==> config.mk <==
export PLATFORM = sky130hd
export DESIGN_NAME = ats21_cmd_deserializer
export DESIGN_NICKNAME = d
export VERILOG_FILES = /design/src/rtl/ats21_cmd_deserializer.sv
export SDC_FILE = /design/constraint.sdc
export NUM_CORES = 1
export LEC_CHECK = 0
export CAP_MARGIN = 20
export CORE_MARGIN = 4
export CORE_UTILIZATION = 49
export CTS_BUF_LIST = sky130_fd_sc_hd__clkbuf_8
export DETAILED_ROUTE_END_ITERATION = 12
export PLACE_DENSITY = 0.77
export SYNTH_ARGS = -nofsm -noshare
export SYNTH_HDL_FRONTEND = slang
export SYNTH_SLANG_ARGS = --single-unit
==> constraint.sdc <==
create_clock -name clk -period 4.1 [get_ports clk]
set_clock_uncertainty 0.15 [all_clocks]
set_input_delay 0.41 -clock clk [delete_from_list [all_inputs] [get_ports clk]]
set_output_delay 0.41 -clock clk [all_outputs]
set_load 0.01 [all_outputs]
==> src/rtl/ats21_cmd_deserializer.sv <==
// ATS21 command deserializer: rebuilds 32-bit client words from two 16-bit beats,
// queues pre-decoded commands, and hands them to the core. Option macro: ATS21_RSVD_FILTER_EN.
module ats21_cmd_deserializer #(
  parameter int FIFO_DEPTH = 4,
  localparam int PTR_W = $clog2(FIFO_DEPTH)
) (
  input  logic        clk,
  input  logic        reset,
  input  logic        req,
  input  logic [15:0] ctrlA,
  input  logic [15:0] ctrlB,
  output logic        ready,
  output logic        cmd_valid,
  input  logic        cmd_ready,
  output logic        cmd_client,
  output logic [31:0] cmd_word,
  output logic [2:0]  cmd_opcode,
  output logic [4:0]  cmd_id,
  output logic [3:0]  cmd_clock,
  output logic        cmd_flag,
  output logic        err
);

  localparam logic [0:0] ST_IDLE  = 1'b0;
  localparam logic [0:0] ST_WORD2 = 1'b1;

  // ready needs room for a full A+B pair, so the fill level must leave two slots
  localparam logic [PTR_W:0] READY_MAX = (PTR_W + 1)'(FIFO_DEPTH - 2);

  logic [0:0]      state_q, state_d;
  logic [15:0]     up_a_q, up_a_d;
  logic [15:0]     up_b_q, up_b_d;
  logic            va_q, va_d;
  logic            vb_q, vb_d;
  logic            drop_b_q, drop_b_d;

  logic [32:0]     mem_q [FIFO_DEPTH];
  logic [32:0]     mem_d [FIFO_DEPTH];
  logic [PTR_W:0]  wr_ptr_q, wr_ptr_d;
  logic [PTR_W:0]  rd_ptr_q, rd_ptr_d;

  logic            out_valid_q, out_valid_d;
  logic [32:0]     out_entry_q, out_entry_d;

  logic [PTR_W:0]  fill;
  logic [PTR_W:0]  avail;
  logic            pop;
  logic            ready_int;
  logic            rsvd_b;
  logic [PTR_W-1:0] wr_idx_a;
  logic [PTR_W-1:0] wr_idx_b;

  assign fill      = wr_ptr_q - rd_ptr_q;
  assign pop       = out_valid_q & cmd_ready;
  assign ready_int = (state_q == ST_IDLE) && (fill <= READY_MAX);
  assign ready     = ready_int;

`ifdef ATS21_RSVD_FILTER_EN
  // mode and reserved opcodes are only honoured from client A
  assign rsvd_b = (ctrlB[15:13] == 3'b100) || (ctrlB[15:13] == 3'b011);
`else
  assign rsvd_b = 1'b0;
`endif

  assign wr_idx_a = wr_ptr_q[PTR_W-1:0];
  assign wr_idx_b = wr_ptr_q[PTR_W-1:0] + {{(PTR_W-1){1'b0}}, va_q};

  always_comb begin
    state_d  = state_q;
    up_a_d   = up_a_q;
    up_b_d   = up_b_q;
    va_d     = va_q;
    vb_d     = vb_q;
    drop_b_d = drop_b_q;
    mem_d    = mem_q;
    wr_ptr_d = wr_ptr_q;
    if (state_q == ST_IDLE) begin
      if (req && ready_int) begin
        up_a_d   = ctrlA;
        up_b_d   = ctrlB;
        va_d     = (ctrlA[15:13] != 3'b000);
        vb_d     = (ctrlB[15:13] != 3'b000) && !rsvd_b;
        drop_b_d = rsvd_b;
        state_d  = ST_WORD2;
      end
    end else begin
      // lower words are captured regardless of req; a stray req here is only flagged
      state_d = ST_IDLE;
      if (va_q) begin
        mem_d[wr_idx_a] = {1'b0, up_a_q, ctrlA};
      end
      if (vb_q) begin
        mem_d[wr_idx_b] = {1'b1, up_b_q, ctrlB};
      end
      wr_ptr_d = wr_ptr_q + {{PTR_W{1'b0}}, va_q} + {{PTR_W{1'b0}}, vb_q};
    end
  end

  // Output stage sees only entries that existed before this edge, adding one cycle of latency
  always_comb begin
    rd_ptr_d    = rd_ptr_q + {{PTR_W{1'b0}}, pop};
    avail       = fill - {{PTR_W{1'b0}}, pop};
    out_valid_d = (avail != '0);
    out_entry_d = out_valid_d ? mem_q[rd_ptr_d[PTR_W-1:0]] : '0;
  end

  always_ff @(posedge clk or negedge reset) begin
    if (!reset) begin
      state_q     <= ST_IDLE;
      up_a_q      <= '0;
      up_b_q      <= '0;
      va_q        <= 1'b0;
      vb_q        <= 1'b0;
      drop_b_q    <= 1'b0;
      wr_ptr_q    <= '0;
      rd_ptr_q    <= '0;
      out_valid_q <= 1'b0;
      out_entry_q <= '0;
      for (int i = 0; i < FIFO_DEPTH; i++) begin
        mem_q[i] <= '0;
      end
    end else begin
      state_q     <= state_d;
      up_a_q      <= up_a_d;
      up_b_q      <= up_b_d;
      va_q        <= va_d;
      vb_q        <= vb_d;
      drop_b_q    <= drop_b_d;
      wr_ptr_q    <= wr_ptr_d;
      rd_ptr_q    <= rd_ptr_d;
      out_valid_q <= out_valid_d;
      out_entry_q <= out_entry_d;
      for (int i = 0; i < FIFO_DEPTH; i++) begin
        mem_q[i] <= mem_d[i];
      end
    end
  end

  always_comb begin
    err = 1'b0;
    if (state_q == ST_IDLE) begin
      err = req && !ready_int;
    end else begin
      err = req || drop_b_q;
    end
  end

  assign cmd_valid  = out_valid_q;
  assign cmd_client = out_entry_q[32];
  assign cmd_word   = out_entry_q[31:0];
  assign cmd_opcode = out_entry_q[31:29];
  assign cmd_id     = out_entry_q[28:24];
  assign cmd_flag   = out_entry_q[23];

  always_comb begin
    case (out_entry_q[31:29])
      3'b001, 3'b010: cmd_clock = out_entry_q[28:25];
      3'b101, 3'b110: cmd_clock = out_entry_q[19:16];
      default:        cmd_clock = 4'd0;
    endcase
  end

endmodule

# After elaboration in Yosys (flattened, before gate mapping)

Index checks and enable logic that the tools add are counted.

Bits in registers: 207
Word-level logic and storage cells: 63

$add $sub $neg: 6
Order comparisons: 6
Equality and inequality tests: 4
Mux-type cells: 17
Bitwise logic cells: 5
Reduce and logical (&&, ||, !) cells: 12

Operators with widths:

| kind               | number |
|---|---|
| $mux 132           | 3 |
| $bwmux 132         | 2 |
| $mux 33            | 5 |
| $demux 33 s2       | 2 |
| $bmux 33 s2        | 1 |
| $add 3x1->3        | 3 |
| $ge 3x3->1 const B | 3 |
| $not 2->3          | 3 |
| $reduce_bool 3->1  | 3 |
| $pmux 4 s2         | 1 |
| $eq 3x3->1 const B | 2 |
| $lt 3x1->1 const B | 2 |
| $logic_and 1x1->1  | 5 |
| $reduce_or 2->1    | 2 |
| $eq 3x1->1 const B | 1 |
| $eq 3x2->1 const B | 1 |
| $le 3x2->1 const B | 1 |
| $mux 1             | 3 |
| $sub 3x1->3        | 1 |
| $sub 3x3->3        | 1 |
| $add 2x1->2        | 1 |
| $reduce_and 2->1   | 1 |
| $and 1x1->1        | 1 |
| $logic_not 1->1    | 1 |
| $not 1->1          | 1 |

# Logic depth before layout (Yosys ltp)

Gate-level depths: netlist of the first run.

Word-level depth: 10
Mapped depth: 8

# Worst setup path after synthesis of the first run

Ideal clock, no wire load.

Kind: reg-to-reg
From: register wr_ptr_q[0]
To: register up_a_q[10]
Setup time: 0.125 ns
Data arrival time: 2.421 ns
Data required time: 3.825 ns
Path slack: 1.404 ns
Stages on the path, launching flop included: 9
Buffers on the path: 1
Period minus slack after synthesis: 2.696 ns
Cell sequence: dfrtp_1 > inv_1 > ha_1 > inv_1 > fa_1 > xnor3_2 > nor4b_4 > buf_6 > mux2_2

Cells in the longest elaborated chain, start to end: 5

Ends and longest elaborated chain:

| item                              | line | RTL |
|---|---|---|
| start: declaration                | 39   | `logic [PTR_W:0] wr_ptr_q, wr_ptr_d;` |
| start signal: assignment          | 129  | `wr_ptr_q <= wr_ptr_d;` |
| $sub 3x3->3                       | 53   | `assign fill = wr_ptr_q - rd_ptr_q;` |
| $le 3x2->1                        | 55   | `assign ready_int = (state_q == ST_IDLE) && (fill <= READY_MAX);` |
| $logic_and 1x1->1                 | 55   |  |
| $logic_and 1x1->1                 | 78   | `if (req && ready_int) begin` |
| $reduce_and 2->1 (no source line) | n/a  |  |
| end signal: assignment            | 124  | `up_a_q <= up_a_d;` |
| end: declaration                  | 31   | `logic [15:0] up_a_q, up_a_d;` |

No other way between the ends.
A chain may end at the register's enable or synchronous reset.

# Worst setup path in the final report of the first run

From: register wr_ptr_q[0]
To: output port ready

Cells in the longest elaborated chain, start to end: 3

Ends and longest elaborated chain:

| item              | line | RTL |
|---|---|---|
| $sub 3x3->3       | 53   |  |
| $le 3x2->1        | 55   |  |
| $logic_and 1x1->1 | 55   |  |
| end: declaration  | 12   | `output logic ready,` |

No other way between the ends.

==> results by group, run 1 <==
Floorplan
  – Core area: 19700 um^2
  – Die span in x: roughly 150 um
  – Top Ports: 85
  – Die H: 151 um
  – Die area: 22700 um^2
  – Initial Util: 0.506
  – Core Rows: 51

Placement
  – GP Congestion: between 0.8 and 0.9
  – Port bufs: 84
  – Final HPWL DP: between 15000 and 20000 um
  – Placed cells: 1169

Global route
  – Largest net degree at the start of global routing: 107
  – GR peak layer: met2
  – GRT Util Overall: 0.276
  – M3 GR Usage: 0.0659
  – Initial antenna violation count: 0
  – Total gr overflow: 0
  – GRT met1 Usage: 0.381
  – First-pass GRT wire length: 47900 um
  – Number of global-route vias before repair: roughly 8400
  – Met2 Track Usage GR: 0.417

Power and ir drop
  – Power Density: 1020 nW/um^2
  – VDD IR max: 0.000646 V
  – Leak Pwr: approximately 0.0045 uW
  – Overall Power: between 10000 and 15000 uW

STA
  – RSZ-0062 raised after global routing: no
  – Min Hold Slack: between 300 and 400 ps
  – Worst Max-Slew Pin Slew: ~1200 ps
  – Final Cycle Share: 0.883
  – Max-slew violation count: 0
  – Final hold vios: 0
  – Minimum clock period: between 3000 and 4000 ps
  – Setup tns final: 0 ps
  – Worst rel slew slack: 0.225
  – Fmax: between 200 and 300 MHz
  – Final setup fails: 0

Final layout
  – Non-filler cells, final: 1225
  – Layout cell share with drive strength beyond 1: 0.159
  – Ant diodes: 0
  – NumNets Final: 986
  – Final Util: 0.590
  – Layout fillers: 1596
  – Syn-to-layout area delta: 16.7%

Worst hold path
  – Hold Path End: wr_ptr_q[2]
  – Hold WC Path Type: flip-flop to flip-flop
  – Min-delay src: wr_ptr_q[2]
  – Hold Path Cell Cnt: 1

Setup path
  – Reg-to-Reg End: mem_q[11]
  – CP Class: flip-flop to primary output
  – Worst EP required: 3540 ps
  – Startpoint Class: flip-flop
  – WP data arrival: between 3000 and 4000 ps
  – FF-to-FF setup slack: 990 ps
  – CP Capture Type: primary output
  – Worst-path maximum fanout: 9
  – Cell count of the worst reg-to-reg path: 5
  – R2r startpoint: wr_ptr_q[0]

Logic synthesis
  – Cell accounting for the most synthesized area: dfrtp_1
  – Adder-Cell Fraction of Synth Area: 0.0115
  – Most common cell in the synthesized netlist: dfrtp_1
  – Synth cell count leaders: dfrtp_1, nor3_1, nor2_1, a221oi_1, clkbuf_1
  – Mux cell area share after synthesis: 0.122
  – Post-synthesis register bit count: 207
  – Synthesized area per cell: 11.2 um^2
  – Top FF cell, synth: dfrtp_1
  – Ys async rst share: 1.00
  – Post-synth EDFFs: 0
  – Post-synthesis simple-gate area fraction: 0.152
  – Post-Synth XOR/XNOR Area: 0.00765
  – Synth Area in Compound Gates: 0.139
  – Top post-synthesis cells by area: dfrtp_1, a221oi_1, mux4_2
  – Sequential cell area fraction in the yosys report: 0.519
  – Cell area after synthesis: ~10000 um^2
  – Post-synthesis cell type count: 37
  – Post-synth top area share: 0.519
  – Post-synthesis instance total: ~890
  – Largest family of logic cells by synthesized area: simple AND/OR/NAND/NOR gates
  – Syn. warnings: 0
  – Mapped Nets: 938

Drt
  – ANT nets after route: 0
  – # DRC: 0
  – DR vias/cell: 6.72
  – Wire per inst: 24.8 um
  – Vias: 8228
  – Wirelength, routed: 30400 um
  – DRT iter0 DRCs: 988
  – Drt pass-1 iters: 6

CTS
  – Root Driver: clkbuf_8
  – TritonCTS clock tree: yes
  – Clock Latency Late Sink: 530 ps
  – Worst-path clk slew: 60 ps
  – Post-CTS Setup Inserts: 0
  – TritonCTS Buffers: 35
  – H-Tree Depth: 2
  – Clock Sinks: 207
  – Max Root-Sink Buffers: 3

Status
  – Status: finished, final reports clean

Flow run
  – Max_cap viols: 0
==> sequential cells by signal, indices dropped and copies added (netlist names) <==
register     cells
state_q          1
vb_q             1
out_entry_q     33
va_q             1
up_a_q          16
mem_q          132
up_b_q          16
wr_ptr_q         3
cmd_valid        1
rd_ptr_q         3
==> power breakdown <==
part | leakage [uW] | internal, uW | switching [uW]
logic | 0.00181 | 2790 | 3510
clock network | 0.000358 | 860 | 818
registers | 0.00233 | 3140 | 710
==> cell families after synthesis <==
logic type                 Yosys count
AOI/OAI and AO/OA                  167
xor gates and xnor gates             7
adders and majority gates            8
buffers and inverters              113
DFF                                207
muxes                               76
and+or+nand+nor                    316
==> worst max-delay path: stages, from the launching register on <==
cell	delay [ps]
dfrtp_1	540
inv_1	180
ha_1	230
inv_1	60
fa_1	430
nor2b_1	180
or2_2	290
nor2_1	90
clkdlybuf4s50_1	540
==> through the flow <==
stage,cell area (um^2),worst slack [ps]
after floorplan,9970,1400
after global placement,11000,1040
after detailed placement,11000,993
after CTS,11600,447
after global routing,11600,321
final,11600,478
==> per-layer routing <==
| layer | up-vias | wire [um] |
|---|---|---|
| li1 | 3430 | - |
| met1 | 4105 | 11800 |
| met2 | 584 | 14000 |
| met3 | 109 | 3430 |
| met4 | 0 | 1190 |
| met5 | - | 0 |
==> how the worst max path moves through the flow <==
stage,startpoint,slack [ps],cells after the start,endpoint
after floorplan,wr_ptr_q[0],1400,8,up_a_q[10]
after global placement,wr_ptr_q[0],1040,8,ready
after detailed placement,wr_ptr_q[0],990,8,ready
after CTS,wr_ptr_q[0],450,8,ready
after global routing,wr_ptr_q[0],320,8,ready
final,wr_ptr_q[0],480,8,ready
==> repair_timing <==
item | in CTS | in global routing
hold buffers | 1 | 0
hold endpoints to repair | 103 | 0
resized for setup | 0 | 0
==> layout by cell type (no fill, tap or decap), drive strengths merged, types with 33 or more instances in the layout <==
master         synthesis  routed
clkbuf                85      40
a21boi                33      33
mux2                  33      33
nor2                 130     130
dfrtp                207     207
mux4                  33      33
nor3                 132     132
clkdlybuf4s50          0      83
a221oi               124     124
nor2b                 34      34
==> area by class of cell <==
class                           count  area [um^2]  area share
Clock buffer                       39          537      0.0461
Clock inverter                     16         66.3     0.00570
Inverter                           10         37.5     0.00323
Multi-Input combinational cell    574         4390       0.377
Sequential cell                   207         5180       0.445
Tap cell                          265          332      0.0285
Timing Repair Buffer              114         1100      0.0943
Note: power is estimated with default switching activity, not from simulation.
==> run 2, diff against run 1 <==
--- a/config.mk
+++ b/config.mk
@@ -6,11 +6,14 @@
 export NUM_CORES = 1
 export LEC_CHECK = 0
 export CAP_MARGIN = 20
+export CORE_ASPECT_RATIO = 1.2
 export CORE_MARGIN = 4
 export CORE_UTILIZATION = 49
 export CTS_BUF_LIST = sky130_fd_sc_hd__clkbuf_8
+export CTS_CLUSTER_DIAMETER = 30
 export DETAILED_ROUTE_END_ITERATION = 12
-export PLACE_DENSITY = 0.77
+export DONT_BUFFER_PORTS = 1
+export PLACE_DENSITY = 0.72
 export SYNTH_ARGS = -nofsm -noshare
 export SYNTH_HDL_FRONTEND = slang
 export SYNTH_SLANG_ARGS = --single-unit
==> results by group, run 2 (synthesis gave the netlist of run 1 again) <==
Status
  – Status: finished with violations
  – Failing checks: negative hold slack

Floorplan
  – Core area: 19800 um^2 (+0.21%)
  – Top Ports: 85 (unchanged)
  – Die area: 22700 um^2 (about the same)
  – Die H: 164 um (+9.0%)
  – Initial Util: 0.505 (-0.00106)
  – Die span in x: 138 um (-8.3%)
  – Core Rows: 56 (+9.8%)

Drt
  – Wirelength, routed: 30300 um (-0.22%)
  – DRT iter0 DRCs: 762 (-23%)
  – Drt pass-1 iters: 5 (-1)
  – # DRC: 0 (unchanged)
  – DR vias/cell: 6.63 (-1.3%)
  – Wire per inst: 25.5 um (+2.9%)
  – Vias: 7876 (-4.3%)
  – ANT nets after route: 0 (unchanged)

Setup path
  – WP data arrival: 2700 ps (-360 ps)
  – Worst-path maximum fanout: 9 (unchanged)
  – Worst EP required: 3540 ps (about the same)
  – Startpoint Class: flip-flop
  – CP startpoint: wr_ptr_q[0]
  – R2r startpoint: wr_ptr_q[0]
  – CP Capture Type: primary output
  – CP Class: flip-flop to primary output

CTS
  – Clock Latency Late Sink: 560 ps (+30 ps)
  – Root Driver: clkbuf_8
  – H-Tree Depth: 2 (unchanged)
  – TritonCTS Buffers: 43 (+23%)
  – TritonCTS clock tree: yes
  – Hold buffer count at CTS: 33 (+32)
  – Post-CTS Setup Inserts: 0 (unchanged)
  – Max Root-Sink Buffers: 3 (unchanged)
  – Worst-path clk slew: 60 ps (about the same)
  – Clock Sinks: 207 (unchanged)
  – Post-cts sizing count: 0 (unchanged)

STA
  – Worst Max-Slew Pin Slew: 912 ps (-241 ps)
  – Fmax: 307 MHz (+11%)
  – Final setup margin: 838 ps (+361 ps)
  – Final setup fails: 0 (unchanged)
  – Final Cycle Share: 0.796 (-0.0880)
  – Min Hold Slack: -597 ps (-930 ps)
  – Final hold vios: 207 (+207)
  – Minimum clock period: 3260 ps (-361 ps)
  – Setup tns final: 0 ps (unchanged)
  – Worst rel slew slack: 0.391 (+0.167)
  – RSZ-0062 raised after global routing: no
  – Max-slew violation count: 0 (unchanged)

Power and ir drop
  – Leak Pwr: 0.00444 uW (-1.1%)
  – Power Density: 1040 nW/um^2 (+2.4%)
  – VDD IR max: 0.000504 V (-22%)

Final layout
  – NumNets Final: 942 (-4.5%)
  – Biggest register: mem_q
  – Top flop regs: mem_q: 132 flops, out_entry_q: 33 flops
  – Commonest non-fill, non-tap cell in the layout: dfrtp_1
  – Ant diodes: 0 (unchanged)
  – Layout cell share with drive strength beyond 1: 0.191 (+0.0316)
  – Most frequent cells in the layout: dfrtp_1, nor2_1, nor3_1, a221oi_1, clkbuf_8
  – Max reg flops: 132 (unchanged)
  – Syn-to-layout area delta: 15.0%

Global route
  – Number of global-route vias before repair: 8230 (-2.0%)
  – GRT Util Overall: 0.268 (-0.00788)
  – First-pass GRT wire length: 47600 um (-0.56%)
  – Largest net degree at the start of global routing: 208 (+94%)
  – Initial antenna violation count: 1 (+1)
  – Total gr overflow: 0 (unchanged)

Placement
  – GP Congestion: 0.838 (+2.2%)
  – Port bufs: 0 (-100%)
  – Dpl ws: 1060 ps (+67.4 ps)
  – Final HPWL DP: 17600 um (+0.31%)

Worst hold path
  – Hold WC Path Type: input pin to async pin

Flow run
  – Max_cap viols: 0 (unchanged)
run 2: cell types whose count changed in the layout (fill, tap and decap cells not counted), moves of 2 or more:
cell             delta
bufinv_16           +5
clkbuf_8           +12
clkdlybuf4s50_1    -83
clkinv_4            +2
clkinvlp_4          +3
dlygate4sd3_1      +32
inv_1               -6
run 2: layout make-up:
cell class                      count  area [um^2]
Fill cell                        1615         8290
Sequential cell                   207         5180
Multi-Input combinational cell    574         4390
Tap cell                          261          327
Timing Repair Buffer               62          573
Inverter                           10         37.5
Clock buffer                       52          716
Clock inverter                     22          248
run 2: layer usage:
layer	vias up	track usage	part of all wire
li1	3356	-	-
met1	3900	0.329	0.36
met3	128	0.0626	0.10
met5	-	0	0.00043
met4	2	0.148	0.056
met2	490	0.441	0.48
run 2: critical path, stage by stage (launching register included):
cell     delay [ps]
dfrtp_1         540
inv_1           180
ha_1            240
inv_1            70
fa_1            430
nor2b_1         180
or2_2           290
o21a_1          220
run 2: final timing paths:
path,endpoint,slack [ps],cells past startpoint
setup / recovery,err,840,7
hold / removal,mem_q[100],-600,0
setup reg to reg,up_b_q[3],1060,8
hold reg to reg,wr_ptr_q[2],340,1
max in group asynchronous,mem_q[4],4010,0
min in group clk,mem_q[79],20,2
run 2: per-stage QoR:
step                      power, uW  hold WS (ps)  cells  utilization  instance area [um^2]
after floorplan                7850         -35.6    894            -                  9970
after global placement         9290         -26.8   1081        0.515                 10200
after detailed placement       9500         -29.9   1081        0.515                 10200
after CTS                     11900          -629   1188        0.580                 11500
after global routing          12600          -621   1188        0.580                 11500
final                         11900          -597   1188        0.580                 11500
run 2: where the power goes:
| group | total [uW] | switching (uW) | internal [uW] |
|---|---|---|---|
| clock network | 2390 | 922 | 1470 |
| registers | 3990 | 839 | 3150 |
| logic | 5570 | 3230 | 2340 |
==> patch (settings of run 1) <==
Build with the macro `ATS21_RSVD_FILTER_EN` defined.
--- a/src/rtl/ats21_cmd_deserializer.sv
+++ b/src/rtl/ats21_cmd_deserializer.sv
@@ -2,2 +2,4 @@
 // queues pre-decoded commands, and hands them to the core. Option macro: ATS21_RSVD_FILTER_EN.
+`define ATS21_RSVD_FILTER_EN
+
 module ats21_cmd_deserializer #(
Formal check against the unedited RTL: not equivalent (a bounded check fails within 4 cycles, from zero or initial values and one cycle with reset low).
==> patch against run 1 <==
- cell area grew 1.8%
- via count fell by 1.4%
- combinational power is 4.3% lower
- synthesized area increased by 1.5%
- sequential cell count is 1 higher
- wire length shrank 3.2%
- synthesized cell count is 0.56% higher
- worst setup slack improved by 0.0055 ns
- count of clock-buffer cells in the layout grew 5
- power down 0.95%
==> patch: results (changes against run 1) <==
| Metric | Value |
|---|---|
| Clock sinks | `208 (was 207)` |
| Hpwl dp | `17.2 mm (was 17.5 mm)` |
| Mapped Avg Cell Area | `11.3 um^2 (was 11.2 um^2)` |
| RD Place Congestion | `0.810 (was 0.820)` |
| Slew @ Worst Pin | `0.902 ns (was 1.15 ns)` |
| Status | `finished clean (unchanged)` |
| Crit path max-delay cell type | `clkdlybuf4s50_1 (was dfrtp_1)` |
| Placed cell count | `1182 (was 1169)` |
| Placement Cell Area | `11200 um^2 (was 11000 um^2)` |
| First-pass GRT wire length | `46.4 mm (was 47.9 mm)` |
| Invs w/o clock | `11 (was 10)` |
| Top cells by area, synth | `dfrtp_1 (51%), a221oi_1 (11%), mux4_2 (7.3%), nor3_1 (6.6%), nor2_1 (4.9%) (was dfrtp_1 (52%), a221oi_1 (11%), mux4_2 (7.5%), nor3_1 (6.6%), nor2_1 (4.9%))` |
| Clk tree area frac | `5.60% (was 5.18%)` |
| Post-place setup slack | `0.951 ns (was 0.993 ns)` |
| Vias | `8113 (was 8228)` |
| Post-synth top cells | `dfrtp_1 (208), nor3_1 (134), nor2_1 (132), a221oi_1 (124), clkbuf_1 (69) (was dfrtp_1 (207), nor3_1 (132), nor2_1 (130), a221oi_1 (124), clkbuf_1 (85))` |
| Min Hold Slack | `0.280 ns (was 0.333 ns)` |
| Met1 usage | `37.0% (was 38.1%)` |
| Hold crit path type | `in2async (was reg2reg)` |
| Sequential fraction of the synthesis area | `51.4% (was 51.9%)` |
| Power per cell area | `989 nW/um^2 (was 1020 nW/um^2)` |
| Share of cells above drive strength 1 | `16.1% (was 15.9%)` |
| NonClk Buf Share | `9.47% (was 9.43%)` |
| Total track usage | `26.1% (was 27.6%)` |
| Filler cell count | `1672 (was 1596)` |
| Area of the multi-input gates | `4480 um^2 (was 4390 um^2)` |
| VDD IR-drop max | `0.736 mV (was 0.646 mV)` |
| Met3 usage | `4.70% (was 6.59%)` |
[patch: worst paths after layout]
check	start	end	depth (start not counted)
worst max-delay path	wr_ptr_q[0]	ready	7
worst min-delay path	reset	wr_ptr_q[1]	2
worst max register to register	wr_ptr_q[0]	up_b_q[1]	8
worst min register to register	wr_ptr_q[2]	wr_ptr_q[2]	1
max in group asynchronous	reset	up_b_q[5]	3
min in group clk	wr_ptr_q[2]	wr_ptr_q[2]	1
[patch: kinds of logic (layout without fill, tap and decap cells)]
group | after synthesis | in the layout | share of synthesized area, %
DFF | 208 | 208 | 51.4
adders and majority gates | 8 | 8 | 1.14
muxes | 78 | 78 | 13.2
AOI/OAI and AO/OA | 135 | 135 | 11.3
and+or+nand+nor | 353 | 353 | 17.1
xor gates and xnor gates | 6 | 6 | 0.668
buffers and inverters | 111 | 183 | 5.14
[patch: where the power goes]
part           switching (mW)  internal [mW]
sequential              0.746           3.16
combinational            3.11           2.93
clock                   0.826          0.959
